## src/rtl/hazard_scoreboard.sv

```systemverilog
// Pipeline hazard scoreboard: detects load-use, long-op RAW/WAW and long-unit
// structural hazards in ID, and drives stall/issue/bubble for the front end.
module hazard_scoreboard #(
  parameter int LONG_TIMEOUT = 64,
  parameter int CNT_W        = 16
) (
  input  logic             clk,
  input  logic             rst,
  input  logic             ID_valid,
  input  logic [4:0]       ID_rs1,
  input  logic [4:0]       ID_rs2,
  input  logic             ID_use_rs1,
  input  logic             ID_use_rs2,
  input  logic [4:0]       ID_rd,
  input  logic             ID_RegWrite,
  input  logic             ID_MemRead,
  input  logic             ID_long,
  input  logic             EX_flush,
  input  logic             long_done,
  output logic             stall,
  output logic             issue,
  output logic             bubble,
  output logic [CNT_W-1:0] stall_cnt,
  output logic             long_timeout,
  output logic             protocol_err
);

  localparam int TMO_W = $clog2(LONG_TIMEOUT + 1);
  localparam logic [TMO_W-1:0] TMO_MAX = TMO_W'(LONG_TIMEOUT);

  logic             load_pending_q, load_pending_d;
  logic [4:0]       load_rd_q, load_rd_d;
  logic             long_pending_q, long_pending_d;
  logic [4:0]       long_rd_q, long_rd_d;
  logic [TMO_W-1:0] tmo_cnt_q, tmo_cnt_d;
  logic [CNT_W-1:0] stall_cnt_q, stall_cnt_d;
  logic             long_timeout_q, long_timeout_d;
  logic             protocol_err_q, protocol_err_d;

  logic load_use, long_raw, long_waw, long_struct, long_start;

  // Register x0 never carries a dependency, so every match excludes it.
  always_comb begin
    load_use    = load_pending_q && (load_rd_q != 5'd0) &&
                  ((ID_use_rs1 && (ID_rs1 == load_rd_q)) ||
                   (ID_use_rs2 && (ID_rs2 == load_rd_q)));
    long_raw    = long_pending_q && (long_rd_q != 5'd0) &&
                  ((ID_use_rs1 && (ID_rs1 == long_rd_q)) ||
                   (ID_use_rs2 && (ID_rs2 == long_rd_q)));
    long_waw    = long_pending_q && ID_RegWrite && (ID_rd != 5'd0) &&
                  (ID_rd == long_rd_q);
    long_struct = long_pending_q && ID_long;
    stall       = ID_valid && !EX_flush &&
                  (load_use || long_raw || long_waw || long_struct);
    issue       = ID_valid && !EX_flush && !stall;
    bubble      = !issue;
    long_start  = issue && ID_long;
  end

  always_comb begin
    load_pending_d = issue && ID_MemRead && ID_RegWrite;
    load_rd_d      = ID_rd;
    long_pending_d = long_pending_q;
    long_rd_d      = long_rd_q;
    tmo_cnt_d      = tmo_cnt_q;
    stall_cnt_d    = stall_cnt_q;
    long_timeout_d = long_timeout_q;
    protocol_err_d = protocol_err_q;

    // A new long op can only issue while none is pending, so start and done
    // never refer to the same op; a done with nothing pending is a protocol error.
    if (long_start) begin
      long_pending_d = 1'b1;
      long_rd_d      = ID_rd;
      tmo_cnt_d      = '0;
    end else if (long_pending_q) begin
      if (long_done) begin
        long_pending_d = 1'b0;
      end
      if (tmo_cnt_q != TMO_MAX) begin
        tmo_cnt_d = tmo_cnt_q + TMO_W'(1);
      end
    end

    if (long_done && !long_pending_q) begin
      protocol_err_d = 1'b1;
    end
    if (long_pending_q && (tmo_cnt_d == TMO_MAX)) begin
      long_timeout_d = 1'b1;
    end
    if (stall && (stall_cnt_q != '1)) begin
      stall_cnt_d = stall_cnt_q + CNT_W'(1);
    end
  end

  always_ff @(posedge clk) begin
    if (rst) begin
      load_pending_q <= 1'b0;
      load_rd_q      <= 5'd0;
      long_pending_q <= 1'b0;
      long_rd_q      <= 5'd0;
      tmo_cnt_q      <= '0;
      stall_cnt_q    <= '0;
      long_timeout_q <= 1'b0;
      protocol_err_q <= 1'b0;
    end else begin
      load_pending_q <= load_pending_d;
      load_rd_q      <= load_rd_d;
      long_pending_q <= long_pending_d;
      long_rd_q      <= long_rd_d;
      tmo_cnt_q      <= tmo_cnt_d;
      stall_cnt_q    <= stall_cnt_d;
      long_timeout_q <= long_timeout_d;
      protocol_err_q <= protocol_err_d;
    end
  end

  assign stall_cnt    = stall_cnt_q;
  assign long_timeout = long_timeout_q;
  assign protocol_err = protocol_err_q;

endmodule

```

## config.mk

```make
export PLATFORM = sky130hd
export DESIGN_NAME = hazard_scoreboard
export DESIGN_NICKNAME = d
export VERILOG_FILES = /design/src/rtl/hazard_scoreboard.sv
export SDC_FILE = /design/constraint.sdc
export NUM_CORES = 1
export LEC_CHECK = 0
export ABC_AREA = 1
export BUFFER_PORTS_ARGS = -buffer_cell sky130_fd_sc_hd__buf_2
export CAP_MARGIN = 20
export CORE_MARGIN = 2
export CORE_UTILIZATION = 56
export DETAILED_ROUTE_END_ITERATION = 8
export PLACE_DENSITY = 0.88
export SYNTH_ARGS = -nofsm -noshare
export SYNTH_HDL_FRONTEND = slang
export SYNTH_SLANG_ARGS = --single-unit
```

## constraint.sdc

```tcl
create_clock -name clk -period 2.05 [get_ports clk]
set_input_delay 0.1025 -clock clk [delete_from_list [all_inputs] [get_ports clk]]
set_output_delay 0.1025 -clock clk [all_outputs]
set_load 0.02 [all_outputs]
```

==> implementation parameters <==
Parameter                              Value

Worst setup path
  Most repeated library cell on the critical path ... inv_1
  Data arrival time of the critical path ... 1.77 ns
  Worst-path cell with the longest stage delay ... dfxtp_1
  Delay of the slowest cell on the worst path ... between 0.3 and 0.4 ns
  Critical Path Start Type ... flip-flop
  Category of the most critical setup path ... flip-flop to output port
  Largest driver fanout on the critical path ... 9
  Chain of cells forming the critical path ... inv_1 > nand4_1 > o21ai_0 > inv_1 > nand2_1 > nand3_4 > nor2_4 > inv_1 > buf_2
  Data required time of the critical path ... about 2.0 ns
  Critical Path End Type ... output port

Die
  Die Width ... ~70 µm
  Starting utilization of the core area ... 0.596
  Core region area ... roughly 4100 µm²
  I/O pins ... between 40 and 50
  Die span in y ... about 70 µm
  Number of placement rows ... 23
  Die Footprint ... 4890 µm²

Cells and area
  Final net count ... 470
  Antenna cell count ... 0
  Share of cells above drive strength 1 ... 0.190
  Finished Cell Area ... around 2900 µm²
  Filler cell count ... 351
  Layout area overhead ... 18.1%

Global routing
  Wire length of the first global-routing pass ... 9980 µm
  Initial antenna violation count ... 0
  Maximum number of pins on one net before global-route repair ... 25
  Via count of the first global-routing pass ... around 2,300
  GRT Util Overall ... 0.246
  Remaining global-route overflow ... 0

Logic synthesis
  Predominant post-synthesis flop cell ... dfxtp_1
  Syn_nets ... ~420
  Post-Syn Area ... 2440 µm²
  Async S/R FF share, synth ... 0
  Synthesized netlist cell count ... 387
  YS warnings ... 0
  Distinct cell type count after synthesis ... 31
  Number of flops mapped to enable cells by yosys ... 0
  Average instance area after synthesis ... 6.29 µm²
  Portion of the post-synthesis area used by sequential elements ... 0.304
  Total of flip-flops plus latches after synthesis ... 37

Clocking
  Number of gates given a new drive strength after cts ... 0
  Clock Tree Root ... clkbuf_8
  Hold Buf Count CTS ... 0
  Maximum number of buffers from clock root to sink ... 2
  Number of clock buffers inserted by TritonCTS ... 5
  H-tree depth ... 2
  Clock Sink Count ... 37
  Skew-Pair Late Insertion Delay ... 0.30 ns
  Clock tree from TritonCTS ... built
  Clock input transition at the sequential cells of the worst setup and hold paths ... ~0.07 ns

Timing
  Slew Limit Headroom ... 0.750
  Highest achievable clock rate ... approximately 530 MHz
  Slew @ Worst Pin ... between 0.3 and 0.4 ns
  Fin crit period ... 1.87 ns
  Min Hold Slack ... about 0.051 ns
  Setup violations, final ... 0
  Final worst-path cycle share ... 0.913
  RSZ-0062 raised after global routing ... false
  Largest clock skew in the final design ... 0.00736 ns
  Number of failing hold endpoints at the final stage ... 0
  Fin Setup TNS ... 0 ns
  Slew Viols, Final ... 0

Drt
  Average vias per placed instance ... 5.22
  Violation count after the first detailed-routing iteration ... around 160
  Routed WL ... between 5000 and 6000 µm
  Total iterations of the first detailed-routing run ... 7
  Number of antenna-violating nets in the routed design ... 0
  DR WL/cell ... roughly 12 µm
  Remaining routing DRC violations ... 0
  Via Count ... about 2,600

Placement
  DP HPWL ... 4370 µm
  Last weighted congestion value of the routability-driven placer ... 0.932
  Buffers on Ports ... 45
  Instance area after placement ... 2710 µm²

Power and ir drop
  Fraction of power consumed by sequential logic ... 0.466
  Switching portion of total power ... 0.250
  Power density of the placed cells ... around 560 nW/µm²
  Psw ... approximately 400 µW
  Leakage power of the design ... 1.42 nW
  Part of the power in the clock network ... 0.410
  Largest voltage drop on the vdd net ... around 0.51 mV
  Part of the power in combinational logic ... 0.124
  Internal power ... between 1 and 1.5 mW

Job
  Number of max-capacitance violations reported ... 0

Hold path
  Min-delay worst type ... input port to flip-flop

Status
  Status ... finished clean
## final cells by class
class                   count  area, µm²  share of cell area
multi-input cells         287       1440               0.500
clock buffers               7       86.3              0.0300
clock inverters             1       30.0              0.0104
flip-flops and latches     37        741               0.258
inverters                  54        203              0.0705
repair buffers             57        315               0.110
well taps                  50       62.6              0.0217
## cell families after synthesis
kind of cell	share of synthesized area
and+or+nand+nor	0.461
buffers and inverters	0.105
DFF	0.304
AOI/OAI and AO/OA	0.0534
xor gates and xnor gates	0.0611
adders and majority gates	0.0154
## sequential cells by signal, summed over array words and instances, names as in the netlist
name            count
load_pending_q      1
load_rd_q           5
long_pending_q      1
long_rd_q           5
long_timeout        1
protocol_err        1
stall_cnt          16
tmo_cnt_q           7
## Yosys cell counts, types with 3 or more instances
| cell type | count | area (µm²) |
|---|---|---|
| a21oi_1 | 18 | 90.1 |
| clkbuf_1 | 6 | 22.5 |
| dfxtp_1 | 37 | 741 |
| ha_1 | 3 | 37.5 |
| inv_1 | 50 | 188 |
| inv_2 | 3 | 11.3 |
| nand2_1 | 106 | 398 |
| nand2_2 | 3 | 18.8 |
| nand3_1 | 25 | 125 |
| nand4_1 | 19 | 119 |
| nor2_1 | 66 | 248 |
| nor2_2 | 4 | 25.0 |
| nor3_1 | 5 | 25.0 |
| nor3_4 | 3 | 48.8 |
| o21ai_0 | 7 | 35.0 |
| xor2_1 | 15 | 131 |
## power groups by stage
stage          Combinational [mW]  Sequential [mW]  Clock, mW
6_report                    0.199            0.749      0.659
5_1_grt                     0.224            0.752      0.703
4_1_cts                     0.193            0.749      0.672
3_5_place_dp                0.190            0.766          0
3_3_place_gp                0.187            0.765          0
2_1_floorplan               0.128            0.764          0
## worst paths after layout
kind	from	cells past startpoint	slack (ns)	end
max reg2reg	long_rd_q[0]	13	0.24	stall_cnt[1]
min reg2reg	long_timeout	2	0.46	long_timeout
min	ID_MemRead	3	0.05	load_pending_q
max	load_rd_q[1]	9	0.18	bubble
## worst max-delay path, delay by kind of cell (launching register included)
family | cells | cell delay [ns]
buffers and inverters | 4 | 0.42
AOI/OAI and AO/OA | 1 | 0.19
and+or+nand+nor | 4 | 0.55
DFF | 1 | 0.32
## repair_timing
item,CTS,global route
endpoints found under the setup margin,1,5
endpoints found under the hold margin,0,0
buffers inserted,1,6
pin swaps,1,1
## layout by cell type, fill, tap and decap left out
master	instances
nand4_1	19
or2_2	1
nor2_2	4
nor3_2	1
nor3_4	3
inv_2	3
clkinv_1	1
or3_1	1
clkbuf_8	6
ha_1	3
buf_2	45
nand2_1	106
nand3_2	1
xor2_1	15
nand2_2	3
nor2_4	1
nand3_4	2
clkbuf_1	1
xnor2_1	2
o21ai_1	1
nor3b_1	1
nand3_1	25
inv_1	50
dfxtp_1	37
a21oi_1	18
nor2_1	66
nand4_4	1
o21ai_0	7
buf_4	12
bufinv_16	1
nor3_1	5
nand3b_1	1
## metal layers
layer / wire length (µm) / GRT usage
met4: 71 / 0.0662
met2: 2730 / 0.404
met3: 369 / 0.0548
met1: 2720 / 0.326
met5: 0 / 0
## through the flow
step / setup WS, ns / power, mW / instances / util
final: 0.178 / 1.61 / 493 / 0.704
after global routing: 0.0570 / 1.68 / 493 / 0.704
after CTS: 0.0585 / 1.61 / 487 / 0.693
after detailed placement: 0.276 / 0.955 / 478 / 0.663
after global placement: 0.307 / 0.952 / 478 / 0.663
after floorplan: 0.258 / 0.891 / 387 / -
(Power assumes the default switching activity.)
